## src/rtl/nf5_mem_pkg.sv

```systemverilog
// ============================================================================
// Module   : nf5_mem_pkg
// Purpose  : Shared types and default widths for the NF5 memory-port arbiter.
// Revision : 1.0 - initial release
// ============================================================================
`default_nettype none

package nf5_mem_pkg;

  localparam int c_def_addr_w  = 32;
  localparam int c_def_data_w  = 32;
  localparam int c_def_mem_lat = 1;

  typedef enum logic [1:0] {
    IDLE  = 2'd0,
    ISSUE = 2'd1,
    WAIT  = 2'd2,
    RESP  = 2'd3
  } arb_state_t;

  typedef enum logic [1:0] {
    IF = 2'd0,
    LS = 2'd1,
    LD = 2'd2
  } arb_owner_t;

  // Latency counter must be able to hold MEM_LAT itself.
  function automatic int lat_cnt_w(input int lat);
    return $clog2(lat + 1);
  endfunction

endpackage

`default_nettype wire

```

## src/rtl/mem_port_arbiter_if.sv

```systemverilog
// ============================================================================
// Module   : mem_port_arbiter_if
// Purpose  : Fetch, load/store, RAM and (with MEM_ARB_LOADER_EN) loader signals.
// Revision : 1.0 - initial release
// ============================================================================
`default_nettype none

interface mem_port_arbiter_if
  import nf5_mem_pkg::*;
#(
  parameter int ADDR_W = c_def_addr_w,
  parameter int DATA_W = c_def_data_w
) ();

  logic                  if_req;
  logic [ADDR_W-1:0]     if_addr;
  logic                  if_gnt;
  logic                  if_rvalid;
  logic [DATA_W-1:0]     if_rdata;

  logic                  ls_req;
  logic                  ls_we;
  logic [DATA_W/8-1:0]   ls_be;
  logic [ADDR_W-1:0]     ls_addr;
  logic [DATA_W-1:0]     ls_wdata;
  logic                  ls_gnt;
  logic                  ls_rvalid;
  logic [DATA_W-1:0]     ls_rdata;

  logic                  mem_en;
  logic                  mem_we;
  logic [DATA_W/8-1:0]   mem_be;
  logic [ADDR_W-1:0]     mem_addr;
  logic [DATA_W-1:0]     mem_wdata;
  logic [DATA_W-1:0]     mem_rdata;

  logic                  arb_busy;

`ifdef MEM_ARB_LOADER_EN
  logic                  ld_req;
  logic [ADDR_W-1:0]     ld_addr;
  logic [DATA_W-1:0]     ld_wdata;
  logic                  ld_gnt;
`endif

  modport slave (
`ifdef MEM_ARB_LOADER_EN
    input  ld_req, ld_addr, ld_wdata,
    output ld_gnt,
`endif
    input  if_req, if_addr, ls_req, ls_we, ls_be, ls_addr, ls_wdata, mem_rdata,
    output if_gnt, if_rvalid, if_rdata, ls_gnt, ls_rvalid, ls_rdata,
    output mem_en, mem_we, mem_be, mem_addr, mem_wdata, arb_busy
  );

  modport master (
`ifdef MEM_ARB_LOADER_EN
    output ld_req, ld_addr, ld_wdata,
    input  ld_gnt,
`endif
    output if_req, if_addr, ls_req, ls_we, ls_be, ls_addr, ls_wdata, mem_rdata,
    input  if_gnt, if_rvalid, if_rdata, ls_gnt, ls_rvalid, ls_rdata,
    input  mem_en, mem_we, mem_be, mem_addr, mem_wdata, arb_busy
  );

endinterface

`default_nettype wire

```

## src/rtl/mem_port_arbiter_rr_pick2.sv

```systemverilog
// ============================================================================
// Module   : rr_pick2
// Purpose  : Two-input round-robin picker; ties go to the input not granted last.
// Revision : 1.0 - initial release
// ============================================================================
`default_nettype none

module rr_pick2 (
  input  logic clk,
  input  logic rst_n,
  input  logic req_a,
  input  logic req_b,
  output logic gnt_a,
  output logic gnt_b
);

  // High when b (LS) held the last grant; resets so that a (IF) wins the first tie.
  logic r_last_b;

  assign gnt_a = req_a & (~req_b | r_last_b);
  assign gnt_b = req_b & (~req_a | ~r_last_b);

  always_ff @(posedge clk or negedge rst_n) begin
    if (!rst_n) begin
      r_last_b <= 1'b1;
    end else if (gnt_a | gnt_b) begin
      r_last_b <= gnt_b;
    end
  end

endmodule

`default_nettype wire

```

## src/rtl/mem_port_arbiter.sv

```systemverilog
// ============================================================================
// Module   : mem_port_arbiter
// Purpose  : Round-robin IF/LS share of a fixed-latency single-port RAM.
//            Optional loader port compiled in with MEM_ARB_LOADER_EN.
// Revision : 1.0 - initial release
// ============================================================================
`default_nettype none

module mem_port_arbiter
  import nf5_mem_pkg::*;
#(
  parameter int ADDR_W  = c_def_addr_w,
  parameter int DATA_W  = c_def_data_w,
  parameter int MEM_LAT = c_def_mem_lat
) (
  input  logic                 clk,
  input  logic                 rst_n,
  mem_port_arbiter_if.slave    bus
);

  localparam int                BE_W  = DATA_W / 8;
  localparam int                CNT_W = lat_cnt_w(MEM_LAT);
  localparam logic [CNT_W-1:0]  c_lat = CNT_W'(MEM_LAT);
  localparam logic [CNT_W-1:0]  c_one = CNT_W'(1);

  arb_state_t            r_state;
  arb_owner_t            r_owner;
  logic [CNT_W-1:0]      r_cnt;
  logic                  r_store;
  logic                  r_mem_en;
  logic                  r_mem_we;
  logic [BE_W-1:0]       r_mem_be;
  logic [ADDR_W-1:0]     r_mem_addr;
  logic [DATA_W-1:0]     r_mem_wdata;
  logic                  r_if_rvalid;
  logic                  r_ls_rvalid;
  logic [DATA_W-1:0]     r_if_rdata;
  logic [DATA_W-1:0]     r_ls_rdata;

  logic                  w_can_grant;
  logic                  w_rr_en;
  logic                  w_if_gnt;
  logic                  w_ls_gnt;
  logic                  w_ld_gnt;
  logic                  w_accept;

  // Gating with rst_n keeps every output low while reset is held.
  assign w_can_grant = rst_n & ((r_state == IDLE) | (r_state == RESP));

`ifdef MEM_ARB_LOADER_EN
  assign w_ld_gnt = w_can_grant & bus.ld_req;
  assign w_rr_en  = w_can_grant & ~bus.ld_req;
  assign bus.ld_gnt = w_ld_gnt;
`else
  assign w_ld_gnt = 1'b0;
  assign w_rr_en  = w_can_grant;
`endif

  rr_pick2 u_pick (
    .clk   (clk),
    .rst_n (rst_n),
    .req_a (w_rr_en & bus.if_req),
    .req_b (w_rr_en & bus.ls_req),
    .gnt_a (w_if_gnt),
    .gnt_b (w_ls_gnt)
  );

  assign w_accept = w_if_gnt | w_ls_gnt | w_ld_gnt;

  always_ff @(posedge clk or negedge rst_n) begin
    if (!rst_n) begin
      r_state     <= IDLE;
      r_owner     <= IF;
      r_cnt       <= '0;
      r_store     <= 1'b0;
      r_mem_en    <= 1'b0;
      r_mem_we    <= 1'b0;
      r_mem_be    <= '0;
      r_mem_addr  <= '0;
      r_mem_wdata <= '0;
      r_if_rvalid <= 1'b0;
      r_ls_rvalid <= 1'b0;
      r_if_rdata  <= '0;
      r_ls_rdata  <= '0;
    end else begin
      r_if_rvalid <= 1'b0;
      r_ls_rvalid <= 1'b0;
      case (r_state)
        IDLE, RESP: begin
          if (w_accept) begin
            r_state  <= ISSUE;
            r_mem_en <= 1'b1;
            if (w_ld_gnt) begin
`ifdef MEM_ARB_LOADER_EN
              r_owner     <= LD;
              r_store     <= 1'b1;
              r_mem_we    <= 1'b1;
              r_mem_be    <= '1;
              r_mem_addr  <= bus.ld_addr;
              r_mem_wdata <= bus.ld_wdata;
`endif
            end else if (w_if_gnt) begin
              // Fetch leaves the write-data bus at its previous value.
              r_owner    <= IF;
              r_store    <= 1'b0;
              r_mem_we   <= 1'b0;
              r_mem_be   <= '1;
              r_mem_addr <= bus.if_addr;
            end else begin
              r_owner     <= LS;
              r_store     <= bus.ls_we;
              r_mem_we    <= bus.ls_we;
              r_mem_be    <= bus.ls_be;
              r_mem_addr  <= bus.ls_addr;
              r_mem_wdata <= bus.ls_wdata;
            end
          end else begin
            r_state <= IDLE;
          end
        end
        ISSUE: begin
          r_mem_en <= 1'b0;
          r_mem_we <= 1'b0;
          if (r_owner == LD) begin
            r_state <= IDLE;
          end else begin
            r_state <= WAIT;
            r_cnt   <= c_one;
          end
        end
        WAIT: begin
          // r_cnt == k in cycle ISSUE+k; read data is valid when k == MEM_LAT.
          if (r_cnt == c_lat) begin
            r_state <= RESP;
            r_cnt   <= '0;
            if (r_owner == IF) begin
              r_if_rvalid <= 1'b1;
              r_if_rdata  <= bus.mem_rdata;
            end else begin
              r_ls_rvalid <= 1'b1;
              r_ls_rdata  <= r_store ? '0 : bus.mem_rdata;
            end
          end else begin
            r_cnt <= r_cnt + c_one;
          end
        end
        default: r_state <= IDLE;
      endcase
    end
  end

  assign bus.if_gnt    = w_if_gnt;
  assign bus.ls_gnt    = w_ls_gnt;
  assign bus.if_rvalid = r_if_rvalid;
  assign bus.if_rdata  = r_if_rdata;
  assign bus.ls_rvalid = r_ls_rvalid;
  assign bus.ls_rdata  = r_ls_rdata;
  assign bus.mem_en    = r_mem_en;
  assign bus.mem_we    = r_mem_we;
  assign bus.mem_be    = r_mem_be;
  assign bus.mem_addr  = r_mem_addr;
  assign bus.mem_wdata = r_mem_wdata;
  assign bus.arb_busy  = (r_state != IDLE);

endmodule

`default_nettype wire

```

## src/flat_wrapper.sv

```systemverilog
// flat-port wrapper written by rule: the top's interface ports become plain ports
module mem_port_arbiter_flat import nf5_mem_pkg::*;
#(
  parameter int ADDR_W  = c_def_addr_w,
  parameter int DATA_W  = c_def_data_w,
  parameter int MEM_LAT = c_def_mem_lat
)
  (clk, rst_n, bus_if_req, bus_if_addr, bus_ls_req, bus_ls_we, bus_ls_be, bus_ls_addr, bus_ls_wdata, bus_mem_rdata, bus_if_gnt, bus_if_rvalid, bus_if_rdata, bus_ls_gnt, bus_ls_rvalid, bus_ls_rdata, bus_mem_en, bus_mem_we, bus_mem_be, bus_mem_addr, bus_mem_wdata, bus_arb_busy);
  mem_port_arbiter_if #(.ADDR_W(ADDR_W), .DATA_W(DATA_W)) bus_i ();
  input  logic clk;
  input  logic rst_n;
  input wire logic [$bits(bus_i.if_req)-1:0] bus_if_req;
  input wire logic [$bits(bus_i.if_addr)-1:0] bus_if_addr;
  input wire logic [$bits(bus_i.ls_req)-1:0] bus_ls_req;
  input wire logic [$bits(bus_i.ls_we)-1:0] bus_ls_we;
  input wire logic [$bits(bus_i.ls_be)-1:0] bus_ls_be;
  input wire logic [$bits(bus_i.ls_addr)-1:0] bus_ls_addr;
  input wire logic [$bits(bus_i.ls_wdata)-1:0] bus_ls_wdata;
  input wire logic [$bits(bus_i.mem_rdata)-1:0] bus_mem_rdata;
  output wire logic [$bits(bus_i.if_gnt)-1:0] bus_if_gnt;
  output wire logic [$bits(bus_i.if_rvalid)-1:0] bus_if_rvalid;
  output wire logic [$bits(bus_i.if_rdata)-1:0] bus_if_rdata;
  output wire logic [$bits(bus_i.ls_gnt)-1:0] bus_ls_gnt;
  output wire logic [$bits(bus_i.ls_rvalid)-1:0] bus_ls_rvalid;
  output wire logic [$bits(bus_i.ls_rdata)-1:0] bus_ls_rdata;
  output wire logic [$bits(bus_i.mem_en)-1:0] bus_mem_en;
  output wire logic [$bits(bus_i.mem_we)-1:0] bus_mem_we;
  output wire logic [$bits(bus_i.mem_be)-1:0] bus_mem_be;
  output wire logic [$bits(bus_i.mem_addr)-1:0] bus_mem_addr;
  output wire logic [$bits(bus_i.mem_wdata)-1:0] bus_mem_wdata;
  output wire logic [$bits(bus_i.arb_busy)-1:0] bus_arb_busy;
  assign bus_i.if_req = bus_if_req;
  assign bus_i.if_addr = bus_if_addr;
  assign bus_i.ls_req = bus_ls_req;
  assign bus_i.ls_we = bus_ls_we;
  assign bus_i.ls_be = bus_ls_be;
  assign bus_i.ls_addr = bus_ls_addr;
  assign bus_i.ls_wdata = bus_ls_wdata;
  assign bus_i.mem_rdata = bus_mem_rdata;
  assign bus_if_gnt = bus_i.if_gnt;
  assign bus_if_rvalid = bus_i.if_rvalid;
  assign bus_if_rdata = bus_i.if_rdata;
  assign bus_ls_gnt = bus_i.ls_gnt;
  assign bus_ls_rvalid = bus_i.ls_rvalid;
  assign bus_ls_rdata = bus_i.ls_rdata;
  assign bus_mem_en = bus_i.mem_en;
  assign bus_mem_we = bus_i.mem_we;
  assign bus_mem_be = bus_i.mem_be;
  assign bus_mem_addr = bus_i.mem_addr;
  assign bus_mem_wdata = bus_i.mem_wdata;
  assign bus_arb_busy = bus_i.arb_busy;
  mem_port_arbiter #(.ADDR_W(ADDR_W), .DATA_W(DATA_W), .MEM_LAT(MEM_LAT)) u_core (.clk(clk), .rst_n(rst_n), .bus(bus_i));
endmodule
```

## config.mk

```make
export PLATFORM = sky130hd
export DESIGN_NAME = mem_port_arbiter_flat
export DESIGN_NICKNAME = d
export VERILOG_FILES = /design/src/rtl/nf5_mem_pkg.sv /design/src/rtl/mem_port_arbiter_if.sv /design/src/rtl/mem_port_arbiter_rr_pick2.sv /design/src/rtl/mem_port_arbiter.sv /design/src/flat_wrapper.sv
export SDC_FILE = /design/constraint.sdc
export NUM_CORES = 1
export LEC_CHECK = 0
export ABC_CLOCK_PERIOD_IN_PS = 3400
export CAP_MARGIN = 20
export CELL_PAD_IN_SITES_DETAIL_PLACEMENT = 0
export CELL_PAD_IN_SITES_GLOBAL_PLACEMENT = 1
export CORE_MARGIN = 4
export CORE_UTILIZATION = 35
export CTS_BUF_LIST = sky130_fd_sc_hd__clkbuf_2
export DETAILED_ROUTE_END_ITERATION = 8
export HOLD_SLACK_MARGIN = 0.05
export PLACE_DENSITY_LB_ADDON = 0.05
export SLEW_MARGIN = 20
export SYNTH_ARGS = -nofsm -noshare
export SYNTH_HDL_FRONTEND = slang
export SYNTH_SLANG_ARGS = --single-unit
```

## constraint.sdc

```tcl
create_clock -name clk -period 3.4 [get_ports clk]
set_input_delay 1.02 -clock clk [delete_from_list [all_inputs] [get_ports clk]]
set_output_delay 1.02 -clock clk [all_outputs]
set_load 0.02 [all_outputs]
```

==> out/results.tsv <==
metric	value	unit
Die Y	140	microns
placed wire-length estimate	12900	microns
CP startpoint kind	flip-flop	
Peak VDD IR	0.459	mV
initial antenna violation count	1	
crit path DAT	2120	ps
antenna-violating nets left	0	
Longest Clk Path Bufs	2	
first-pass GRT wire length	28800	microns
Initial Util	35.6	%
initial DRC count	147	
grt ovf	0	
area leader, netlist	dfrtp_1	
area share of the largest cell type after synthesis	57.7	%
total CTS buffers	17	
Mapped Cells	486	
Root Driver	clkbuf_2	
DRT Pass-1 Iters	4	
chip width	140	microns
hold buffers post-CTS	0	
Residual DRC	0	
num ports	276	
dpl cells	961	
largest net degree at the start of global routing	144	
largest cells by area after synthesis	dfrtp_1, mux2_2, a221o_1, and4_1, nor3b_1	
buffers added on ports	275	
Worst-Margin Slew	966	ps
Worst EP required	2380	ps
wire per inst	18.4	microns
# clock sinks	142	
maxcap violations	0	
number of global-route vias before repair	5258	
CTS tree	built	
Core Region	0.0172	sq mm
Max FO, Critical Path	11	
PD cells	951	mW/mm^2
area grow syn2layout	54.2	%
Vias	4945	
LEAKAGE	3.94	nW
clock-pin slew of the registers on the worst-case setup and hold paths	210	ps
clock latency on the worst-skew pair	690	ps
Ys Warns	0	
share of cells above drive strength 1	15.9	%
Die ar.	0.0196	sq mm
slew margin rel.	35.6	%
htree depth	4	
Setup violations, final	0	
routability cong.	0.781	
RSZ-0062 raised after global routing	false	
CP Capture Type	primary output	
GRT Total Usage	18.6	%
final hold vios	0	
Syn Nets	626	
Layout Skew	39.1	ps
Max Freq	0.318	GHz
max-slew violations	0	
area post-placement	0.00914	sq mm
outcome	completed	
syn_area_per_cell	12.6	sq um
final WL	18300	microns
final std cells w/o fill	995	
Distinct cells, synth	33	
fin area	0.00942	sq mm
Vias/cell	4.97	
post-layout min period	3140	ps
number of cell rows	48	
fraction of the yosys area taken by sequential cells	58.2	%
kind of critical path	reg -> out	
period utilization	92.5	%
Min-Delay Path Class	in -> async	
Seq cells post-synth	142	
Synth Cell Area	0.00611	sq mm
nets@finish	896	
[worst paths after layout]
path	start	end	slack [ps]	cells past startpoint
setup / recovery	u_core.r_state[1]	bus_ls_gnt	260	7
hold / removal	rst_n	u_core.bus.ls_rdata[24]	440	2
setup reg to reg	u_core.r_state[0]	u_core.bus.ls_rdata[13]	1330	6
hold reg to reg	u_core.bus.ls_rdata[17]	u_core.bus.ls_rdata[17]	500	2
max in group asynchronous	rst_n	u_core.bus.mem_en	2380	2
min in group clk	u_core.bus.ls_rdata[17]	u_core.bus.ls_rdata[17]	500	2
[metrics by stage]
stage / util, % / TNS, ps / hold slack (ps) / power (mW) / setup WS (ps)
finish: 54.9 / 0 / 437 / 8.96 / 256
detailed placement: 53.2 / -85.1 / 470 / 7.95 / -80.4
CTS: 54.7 / 0 / 382 / 9.05 / 36.6
floorplan: - / 0 / 466 / 5.54 / 602
global route: 54.9 / 0 / 371 / 9.52 / 59.4
global placement: 53.0 / -85.6 / 462 / 7.82 / -79.7
[cell type report]
type,instances,area (sq um)
diodes,1,2.50
clock buffers,18,90.1
clock inverters,14,173
fillers,1535,7750
inverters,13,48.8
multi-input cells,290,2340
flip-flops and latches,142,3550
well taps,225,282
repair buffers,292,2940
[cells by family after synthesis]
logic type,synth area share (%)
AND/OR/NAND/NOR,15.4
flip-flops,58.2
buffers and inverters,4.07
multiplexers,12.0
adder cells (fa/ha/maj),0.614
AO/OA/AOI/OAI,9.79
[critical path: stages, from the launching register on]
cell and delay (ps):
dfrtp_1 420, inv_1 140, ha_4 240, nor2b_4 130, buf_12 140, nand3_4 70
inv_1 60, clkdlybuf4s15_2 250
[per-layer routing]
layer / global-route usage (%) / share of wire (%)
met5: 0 / 0
met4: 4.64 / 1.2
met3: 6.96 / 7.6
met2: 30.8 / 49
met1: 23.0 / 42
[cell usage after synthesis (all sizes together)]
library cell / n
o22a: 4
a221o: 32
a21oi: 2
and4: 32
nand3: 4
dfrtp: 141
nand2: 34
nor2: 3
inv: 13
mux2: 64
o31ai: 1
and3: 1
o21ai: 39
nand2b: 35
dfstp: 1
ha: 3
buf: 25
clkbuf: 16
a2bb2oi: 1
o41ai: 1
nor3b: 32
o221ai: 1
nor2b: 1
[flip-flops by register name (all words and copies together), names as in the netlist]
register and cells:
u_core.bus.ls_rdata 32, u_core.bus.mem_addr 32, u_core.r_store 1, u_core.bus.ls_rvalid 1, u_core.u_pick.r_last_b 1, u_core.bus.mem_wdata 32
u_core.bus.mem_we 1, u_core.bus.mem_en 1, u_core.r_cnt 1, u_core.bus.if_rdata 32, u_core.bus.mem_be 4, u_core.bus.if_rvalid 1
u_core.r_owner 1, u_core.r_state 2
[layout by cell type, fill, tap and decap left out, types with 2 or more instances in the layout]
master	netlist	routed
nand3_2	1	3
a221o_1	32	32
nand2b_1	34	34
o21ai_0	38	38
nor3b_1	32	32
ha_1	3	2
buf_12	0	3
clkinv_1	0	6
bufinv_16	0	4
inv_1	12	12
a21oi_1	2	2
mux2_2	61	61
nand2_1	34	34
clkbuf_2	0	18
buf_4	1	13
clkdlybuf4s50_1	0	272
mux2_4	3	3
o22a_1	4	4
and4_1	32	32
dfrtp_1	141	141
[report_power, final]
group	switching, mW	internal (mW)
registers	0.489	2.52
logic	2.39	2.48
clock network	0.608	0.474
[timing repair]
action,4_1_cts,5_1_grt
resized for setup,8,2
setup buffers,0,1
setup endpoints to repair,2,2
Power figures use the tool's default switching activity.
